[src/rtl/t05_huff_pkg.sv]
// rtl/t05_huff_pkg.sv - shared state encoding and element field constants for the Huffman decoder
package t05_huff_pkg;

   typedef enum logic [2:0] {
      IDLE,
      FETCH,
      WAIT_EL,
      WAIT_BIT,
      EMIT,
      DONE,
      ERR
   } hdec_state_t;

   localparam logic [8:0] NODE_NULL    = 9'h180;
   localparam int         NODE_SUM_BIT = 8;
   localparam int         L1_MSB       = 63;
   localparam int         L1_LSB       = 55;
   localparam int         L2_MSB       = 54;
   localparam int         L2_LSB       = 46;
   localparam logic [3:0] FINISH_OK    = 4'b0101;
   localparam logic [3:0] FINISH_ERR   = 4'b1111;

endpackage

[src/rtl/t05_huff_decode.sv]
// rtl/t05_huff_decode.sv - serial Huffman tree walker: one bit per edge, one char per leaf
module t05_huff_decode
   import t05_huff_pkg::*;
#(
   parameter int CNT_W     = 16,
   parameter int MAX_DEPTH = 127
) (
   input  logic             clk,
   input  logic             rst,
   input  logic             start,
   input  logic [6:0]       max_index,
   input  logic [CNT_W-1:0] total_chars,
   input  logic             bit_in,
   input  logic             bit_valid,
   output logic             bit_ready,
   output logic             htree_req,
   output logic [6:0]       htree_index,
   input  logic [70:0]      h_element,
   input  logic             htree_ack,
   output logic [7:0]       char_out,
   output logic             char_valid,
   input  logic             char_ready,
   output logic [CNT_W-1:0] chars_done,
   output logic             busy,
   output logic [3:0]       finished
);

   hdec_state_t      state;
   logic [6:0]       root;
   logic [6:0]       node_idx;
   logic [6:0]       depth;
   logic [CNT_W-1:0] total;
   logic [8:0]       least1;
   logic [8:0]       least2;
   logic [8:0]       child;
   logic             depth_over;
   logic [CNT_W-1:0] done_inc;
   logic             unused_elem_bits;

   assign child      = bit_in ? least2 : least1;
   // depth is widened so the comparison happens before the 7-bit increment can wrap
   assign depth_over = ({1'b0, depth} + 8'd1) > 8'(MAX_DEPTH);
   assign done_inc   = chars_done + CNT_W'(1);
   assign unused_elem_bits = ^{h_element[70:64], h_element[45:0]};

   always_ff @(posedge clk) begin
      if (rst) begin
         state       <= IDLE;
         root        <= '0;
         node_idx    <= '0;
         depth       <= '0;
         total       <= '0;
         least1      <= '0;
         least2      <= '0;
         bit_ready   <= 1'b0;
         htree_req   <= 1'b0;
         htree_index <= '0;
         char_out    <= '0;
         char_valid  <= 1'b0;
         chars_done  <= '0;
         busy        <= 1'b0;
         finished    <= '0;
      end else begin
         case (state)
            IDLE, DONE, ERR: begin
               if (start) begin
                  root       <= max_index;
                  node_idx   <= max_index;
                  total      <= total_chars;
                  chars_done <= '0;
                  depth      <= '0;
                  if (total_chars == '0) begin
                     state    <= DONE;
                     busy     <= 1'b0;
                     finished <= FINISH_OK;
                  end else begin
                     state    <= FETCH;
                     busy     <= 1'b1;
                     finished <= '0;
                  end
               end
            end
            FETCH: begin
               htree_req   <= 1'b1;
               htree_index <= node_idx;
               state       <= WAIT_EL;
            end
            WAIT_EL: begin
               if (htree_ack) begin
                  least1    <= h_element[L1_MSB:L1_LSB];
                  least2    <= h_element[L2_MSB:L2_LSB];
                  htree_req <= 1'b0;
                  bit_ready <= 1'b1;
                  state     <= WAIT_BIT;
               end
            end
            WAIT_BIT: begin
               if (bit_valid && bit_ready) begin
                  bit_ready <= 1'b0;
                  depth     <= depth + 7'd1;
                  if (depth_over || child == NODE_NULL) begin
                     state    <= ERR;
                     busy     <= 1'b0;
                     finished <= FINISH_ERR;
                  end else if (child[NODE_SUM_BIT]) begin
                     node_idx <= child[6:0];
                     state    <= FETCH;
                  end else begin
                     char_out   <= child[7:0];
                     char_valid <= 1'b1;
                     state      <= EMIT;
                  end
               end
            end
            EMIT: begin
               if (char_ready) begin
                  char_valid <= 1'b0;
                  chars_done <= done_inc;
                  depth      <= '0;
                  if (done_inc == total) begin
                     state    <= DONE;
                     busy     <= 1'b0;
                     finished <= FINISH_OK;
                  end else begin
                     node_idx <= root;
                     state    <= FETCH;
                  end
               end
            end
            default: state <= IDLE;
         endcase
      end
   end

endmodule
[config.mk]
export PLATFORM = sky130hd
export DESIGN_NAME = t05_huff_decode
export DESIGN_NICKNAME = d
export VERILOG_FILES = /design/src/rtl/t05_huff_pkg.sv /design/src/rtl/t05_huff_decode.sv
export SDC_FILE = /design/constraint.sdc
export NUM_CORES = 1
export LEC_CHECK = 0
export ABC_CLOCK_PERIOD_IN_PS = 3400
export CORE_UTILIZATION = 37
export DETAILED_ROUTE_END_ITERATION = 10
export PLACE_DENSITY = 0.67
export SYNTH_ARGS = -nofsm -noshare
export SYNTH_HDL_FRONTEND = slang
export SYNTH_SLANG_ARGS = --single-unit
[constraint.sdc]
create_clock -name clk -period 3.4 [get_ports clk]
set_input_delay 0.68 -clock clk [delete_from_list [all_inputs] [get_ports clk]]
set_output_delay 0.68 -clock clk [all_outputs]
set_load 0.005 [all_outputs]
-- After elaboration in Yosys (flattened, before gate mapping)
Cells that the tools add are included.
- add/sub/neg operators: 3
- order comparisons: 1
- eq/ne operators: 18
- muxes and demuxes: 48
- bitwise operators: 2
- reductions and logical operators: 21
- operators by type and width (kind ; count):
    7-bit two-way mux ; 9
    7-bit case mux with 3 select lines ; 2
    16-bit two-way mux ; 2
    16-bit case mux with 2 select lines ; 1
    3-bit two-way mux ; 9
    4-bit two-way mux ; 5
    2-bit != test (second input constant) ; 10
    16-bit by 1-bit adder with 16-bit output (second input constant) ; 1
    16-bit equality test ; 1
    16-bit logical NOT ; 1
    3-bit case mux with 5 select lines ; 1
    1-bit two-way mux ; 13
    4-bit case mux with 3 select lines ; 1
    4-bit AND reduction ; 3
    3-bit equality test (second input constant) ; 3
    9-bit equality test (second input constant) ; 1
    9-bit two-way mux ; 1
    7-bit by 1-bit adder with 8-bit output (second input constant) ; 1
    8-bit by 7-bit greater-than comparator with 1-bit output (second input constant) ; 1
    2-bit nonzero test ; 4
    7-bit by 1-bit adder with 7-bit output (second input constant) ; 1
    7-bit AND reduction ; 1
    3-bit by 2-bit equality test with 1-bit output (second input constant) ; 2
    1-bit case mux with 2 select lines ; 3
    other kinds (12) ; 16
- bits in registers: 97
- bits of input ports: 101
- output and inout bits: 39
- word-level logic and storage cells: 108

-- Depth between registers and ports, before layout
Gate-level depths: netlist of run 1.
- depth after elaboration: 6
- mapped depth: 11
- gate-level depth less buffers: 9

-- Worst setup path after synthesis of run 1
No wires, ideal clock.
- path kind: reg2reg
- start point: register chars_done[0]
- end point: register node_idx[4]
- library setup time: 139 ps
- arrival time: 2506 ps
- required time: 3261 ps
- setup slack: 756 ps
- stages on the path, launching flop included: 12
- period minus slack after synthesis: 2644 ps
- path through: dfxtp_1 > ha_1 > and3_1 > and3_2 > xnor2_1 > nor4_2 > nand4b_1 > or4_1 > buf_2 > buf_6 > a21oi_1 > a311oi_1
- longest elaborated chain between the ends: 4
- ends and longest elaborated chain (what ; RTL line ; RTL):
    from (decl) ; t05_huff_decode.sv:23 ; output logic [CNT_W-1:0] chars_done,
    from (signal assigned) ; t05_huff_decode.sv:118 ; chars_done <= done_inc;
    16-bit by 1-bit adder with 16-bit output ; t05_huff_decode.sv:43 ; assign done_inc = chars_done + CNT_W'(1);
    16-bit equality test ; t05_huff_decode.sv:120 ; if (done_inc == total) begin
    2-bit != test (no source line) ; n/a ;
    7-bit AND reduction (no source line) ; n/a ;
    to (signal assigned) ; t05_huff_decode.sv:68 ; node_idx <= max_index;
    to (signal assigned) ; t05_huff_decode.sv:106 ; node_idx <= child[6:0];
    to (signal assigned) ; t05_huff_decode.sv:125 ; node_idx <= root;
    to (decl) ; t05_huff_decode.sv:30 ; logic [6:0] node_idx;
Every way passes these cells.
A chain may end at the register's enable or synchronous reset.

-- Worst setup path after layout of run 1
- start point: register chars_done[1]
- end point: register node_idx[4]
Same word-level chain as after synthesis.

==> qor.csv, run 1 <==
metric,value,unit
status,finished clean,
max-cap-violations,0,
ant_nets,0,
io_buffers,86,
htreeDepth,3,
clkPwrFrac,28.5,%
die_w,114,um
initial_core_util,38.4,%
synthCells,586,
worstSetupPathDepth,9,
yosysUniqueCellTypes,58,
syn_nets,690,
design.core.area,12200,um^2
timing.slew.headroom,51.1,%
yosys-top-cells-area,"dfxtp_1, a21oi_1, nand2_1",
first_global_vias,4340,
min_path_cells,2,
gp_congestion,0.854,
path_cells,ha_1 -> and3_1 -> and3_2 -> nand4_1 -> or2_2 -> a31oi_1 -> or4_1 -> a21oi_1 -> a311oi_1,
yosys.area.top_type,dfxtp_1,
comb_power_share,30.6,%
yosysTopAreaCellShare,40.8,%
cts_sinks,95,
fmax,0.324,GHz
firstDrtPassIters,6,
root_buffer,clkbuf_16,
critical_path.max_fanout,15,
worstMarginPinSlew,732,ps
clkTransAtPathRegs,80,ps
cts_hold_buffers,0,
required,3660,ps
reg2reg_slack,320,ps
drt_iter0_drc,336,
synthTopCellsByCount,"dfxtp_1, nand2_1, a21oi_1, nor2_1, o21ai_0",
crit_type,register to register,
p_leak,2.06,nW
busiest_layer,met2,
grt_overflow,0,
drc,0,
drive_gt1_share,6.87,%
dieArea,13100,um^2
fin_setup_tns,0,ps
grt_max_degree,40,
cts.path.max_buffers,2,
via_count,4441,
clock-skew-final,9.43,ps
rsz0062_at_grt,no,
p_int,2.35,mW
fill_cells,1195,
diodes,0,
timing.rr.end,node_idx[4],
worst_setup_path_start_kind,register,
fin_area,5940,um^2
final-seq-area,1900,um^2
track_usage,20.2,%
crit_family,simple AND/OR/NAND/NOR gates,
ys_warn_count,0,
use_met1,23.7,%
end_kind,register,
min_period,3080,ps
ioPinCount,140,
hold_violations,0,
post-route-util,48.8,%
ir_worst_vdd,315,uV
syn_area_per_cell,7.96,um^2
cpPeakStageDelay,470,ps
async_flop_share,0,%
seqPwrFrac,40.8,%
finalNetCount,754,
p_switching,1.23,mW
ys_seq_elements,95,
crit_arrival,3350,ps
grtUsageMet2,35.5,%
r2r.worst_path.cells,9,
worstHoldPathType,register to register,
final_cells,823,
place_hpwl,8950,um
netlist_area,4670,um^2
placed_cells,807,
hold_path_end,least2[5],
clkLatencyLatePin,350,ps
r2r-start,chars_done[1],
area_delta_synth_final,27.3,%
met3_usage,6.30,%
yosysSeqAreaShare,40.8,%
synth_edf_count,0,
post_dp_cell_area,5640,um^2
hp-start,least2[5],
critPathBufInv,0,
vias_per_cell,5.40,
antenna_found_initial,0,
wire_per_inst,15.2,um
setup_viol,0,
drv_slew,0,
die_y,114,um
grt_pass1_wl,20900,um
multiInputGateArea,2550,um^2
power_switching_share,34.4,%
yosysMostFrequentCell,dfxtp_1,
cts_buffers,9,
power_density,602,nW/um^2
min_period_over_period,90.7,%
wirelength,12500,um
cts_resized,0,
post_cts_buffers,0,
fp-row-count,40,
cts_tree,done,
ys.flop_type,dfxtp_1,
crit_slowest_cell,or4_1,
[flip-flops by register name, indices dropped and copies added, names as in the netlist]
signal       cells
busy             1
finished         2
depth            7
char_out         8
state            3
root             7
least2           9
bit_ready        1
total           16
chars_done      16
least1           9
node_idx         7
htree_req        1
htree_index      7
char_valid       1
[kinds of logic (layout without fill, tap and decap cells)]
| family | after synthesis | in the layout | share of synthesized area (%) |
|---|---|---|---|
| and+or+nand+nor | 229 | 229 | 23.7 |
| AOI/OAI and AO/OA | 168 | 168 | 21.6 |
| DFF | 95 | 95 | 40.8 |
| buffers and inverters | 49 | 118 | 4.61 |
| xor gates and xnor gates | 23 | 23 | 4.48 |
| muxes | 18 | 18 | 3.89 |
| adders and majority gates | 4 | 4 | 1.02 |
[cell usage in the layout, fill, tap and decap left out, types with 5 or more instances in the layout]
cell and instances:
dfxtp_1 95, clkdlybuf4s50_1 85, nand2_1 83, a21oi_1 75
nor2_1 61, o21ai_0 38, mux2i_1 17, nand4_1 12
buf_4 12, xor2_1 11, xnor2_1 11, nor3_1 11
a211oi_1 11, nand3_1 9, clkbuf_16 9, nor4_1 8
a221oi_1 8, a311oi_1 8, a21o_1 7, nand3b_1 6
or2_2 5, a31oi_1 5, or3_1 5
[worst max path at each step]
stage,startpoint,end,slack [ps]
5_1_grt,chars_done[1],node_idx[3],1
2_1_floorplan,chars_done[0],node_idx[4],760
3_5_place_dp,bit_valid,chars_done[14],250
6_report,chars_done[1],node_idx[4],320
3_3_place_gp,bit_valid,chars_done[13],310
4_1_cts,chars_done[1],node_idx[4],320
[through the flow]
stage               hold slack, ps  total power [mW]  setup slack [ps]
floorplan                      436              2.18               756
global placement               447              2.54               306
detailed placement             464              2.58               251
CTS                            475              3.60               316
global route                   487              3.80              1.41
finish                         472              3.57               317
[metal layers]
metal	up-vias	share of wire, %
li1	2222	-
met1	2084	44
met2	122	49
met3	13	6.3
met4	0	1.2
met5	-	0
[final cells by class]
| class | instances | area share [%] |
|---|---|---|
| multi-input cells | 442 | 43.0 |
| flip-flops and latches | 95 | 32.0 |
| repair buffers | 99 | 16.3 |
| clock buffers | 10 | 4.02 |
| well taps | 168 | 3.54 |
| clock inverters | 6 | 1.01 |
| inverters | 3 | 0.190 |
[power by group through the flow]
stage,registers [mW],clock network [mW],logic [mW]
detailed placement,1.48,0,1.10
finish,1.46,1.02,1.09
floorplan,1.42,0,0.761
global route,1.49,1.08,1.23
global placement,1.48,0,1.07
CTS,1.46,1.04,1.10
[tightest hold or removal path: stages (launching register included)]
cell and delay [ps]:
dfxtp_1 320, nand2_1 50, a21oi_1 50
Note: power is estimated with default switching activity, not from simulation.
==> run 2, diff against run 1 <==
==> constraint.sdc (replaced) <==
create_clock -name clk -period 3.4 [get_ports clk]
set_input_delay 0.51 -clock clk [delete_from_list [all_inputs] [get_ports clk]]
set_output_delay 0.51 -clock clk [all_outputs]
set_load 0.005 [all_outputs]
==> qor.csv, run 2 (same netlist as run 1, synthesis figures left out) <==
metric,value,unit,change
status,finished clean,,
track_usage,20.1,%,-0.093 points
post_cts_buffers,0,,unchanged
drc,0,,unchanged
worst_setup_path_start_kind,register,,
gp_congestion,0.851,,-0.30%
root_buffer,clkbuf_16,,
end_kind,register,,
top_regs,"chars_done: 16 flops, total: 16 flops",,
drv_slew,0,,unchanged
use_met1,23.9,%,+0.14 points
power_density,606,nW/um^2,+0.70%
drive_gt1_share,6.58,%,-0.29 points
cts_hold_buffers,0,,unchanged
ir_worst_vdd,338,uV,+7.2%
place_hpwl,8890,um,-0.69%
clkLatencyLatePin,350,ps,about the same
wire_per_inst,15.5,um,+1.9%
cts_buffers,9,,unchanged
ant_nets,0,,unchanged
cts_tree,done,,
grt_pass1_wl,20800,um,-0.63%
met3_usage,6.19,%,-0.11 points
min_period,3100,ps,+15.7 ps
cts.path.max_buffers,2,,unchanged
clock-skew-final,9.10,ps,-0.331 ps
crit_type,register to register,,
finalNetCount,752,,-0.27%
vias_per_cell,5.49,,+1.7%
required,3650,ps,about the same
grt_overflow,0,,unchanged
max-cap-violations,0,,unchanged
htreeDepth,3,,unchanged
critical_path.max_fanout,15,,unchanged
busiest_layer,met2,,
diodes,0,,unchanged
crit_arrival,3350,ps,about the same
io_buffers,86,,unchanged
die_y,114,um,unchanged
layout_setup_ws,301,ps,-15.7 ps
cts_resized,0,,unchanged
ioPinCount,140,,unchanged
firstDrtPassIters,5,,-1
p_leak,2.04,nW,-0.58%
dieArea,13100,um^2,unchanged
wirelength,12700,um,+1.7%
fp-row-count,40,,unchanged
timing.slew.headroom,51.5,%,+0.48 points
worstHoldPathType,register to register,,
area_delta_synth_final,27.0,%,
clkTransAtPathRegs,70,ps,about the same
initial_core_util,38.4,%,unchanged
via_count,4505,,+1.4%
first_global_vias,4281,,-1.4%
min_period_over_period,91.1,%,+0.46 points
antenna_found_initial,0,,unchanged
fmax,0.323,GHz,-0.51%
grtUsageMet2,35.3,%,-0.24 points
setup_viol,0,,unchanged
final_cell_mix,"dfxtp_1, clkdlybuf4s50_1, nand2_1, a21oi_1, nor2_1",,
cts_sinks,95,,unchanged
die_w,114,um,unchanged
worstMarginPinSlew,725,ps,-7.11 ps
fin_setup_tns,0,ps,unchanged
rsz0062_at_grt,no,,
hold_violations,0,,unchanged
final_common_cell,dfxtp_1,,
dp_slack,320,ps,+68.8 ps
design.core.area,12200,um^2,unchanged
drt_iter0_drc,336,,unchanged
grt_max_degree,43,,+7.5%
## run 2: cell count changes in the layout (fill, tap and decap cells not counted), sizes merged
cell,before,now
bufinv,0,1
clkinvlp,0,1
buf,14,12
clkinv,3,1
## run 2: final timing paths
path            startpoint          end  slack, ps  cells past startpoint
max          chars_done[1]  node_idx[5]        300                      9
min              least1[8]    least1[8]        470                      2
max reg2reg  chars_done[1]  node_idx[5]        300                      9
min reg2reg      least1[8]    least1[8]        470                      2
## run 2: per-stage QoR
stage	hold WS [ps]	cells	power [mW]	util, %	area, um^2
2_1_floorplan	436	586	2.18	-	4670
6_report	472	821	3.59	48.7	5930
5_1_grt	490	821	3.80	48.7	5930
4_1_cts	470	821	3.61	48.7	5930
3_5_place_dp	461	805	2.54	46.2	5610
3_3_place_gp	447	805	2.50	46.2	5610
## run 2: metal layers
layer	vias to the layer above	wire, um
li1	2223	-
met1	2140	5610
met2	130	6160
met3	12	774
met4	0	146
met5	-	0
## run 2: report_power, final
part / total, mW / switching (mW) / internal, mW / leakage [nW]
clock: 1.07 / 0.466 / 0.602 / 0.152
combinational: 1.06 / 0.574 / 0.484 / 1.12
sequential: 1.46 / 0.171 / 1.29 / 0.773
total: 3.59 / 1.21 / 2.38 / 2.04
## run 2: layout make-up
type / instances / area, um^2
fillers: 1176 / 6230
multi-input cells: 442 / 2550
flip-flops and latches: 95 / 1900
repair buffers: 97 / 938
clock buffers: 10 / 239
well taps: 168 / 210
clock inverters: 6 / 75.1
inverters: 3 / 11.3
## run 2: critical path: stages (launching register included)
cell and delay (ps):
dfxtp_1 460, ha_1 360, and3_1 210, and3_2 230, nand4_1 220, or2_2 390
a31oi_1 250, or4_1 470, a21oi_1 130, a311oi_1 280
==> run 3, diff against run 2 <==
Settings changed: CAP_MARGIN set to 20.
==> results of run 3 <==
No change in the layout: final DEF, timing and power equal those of run 2.
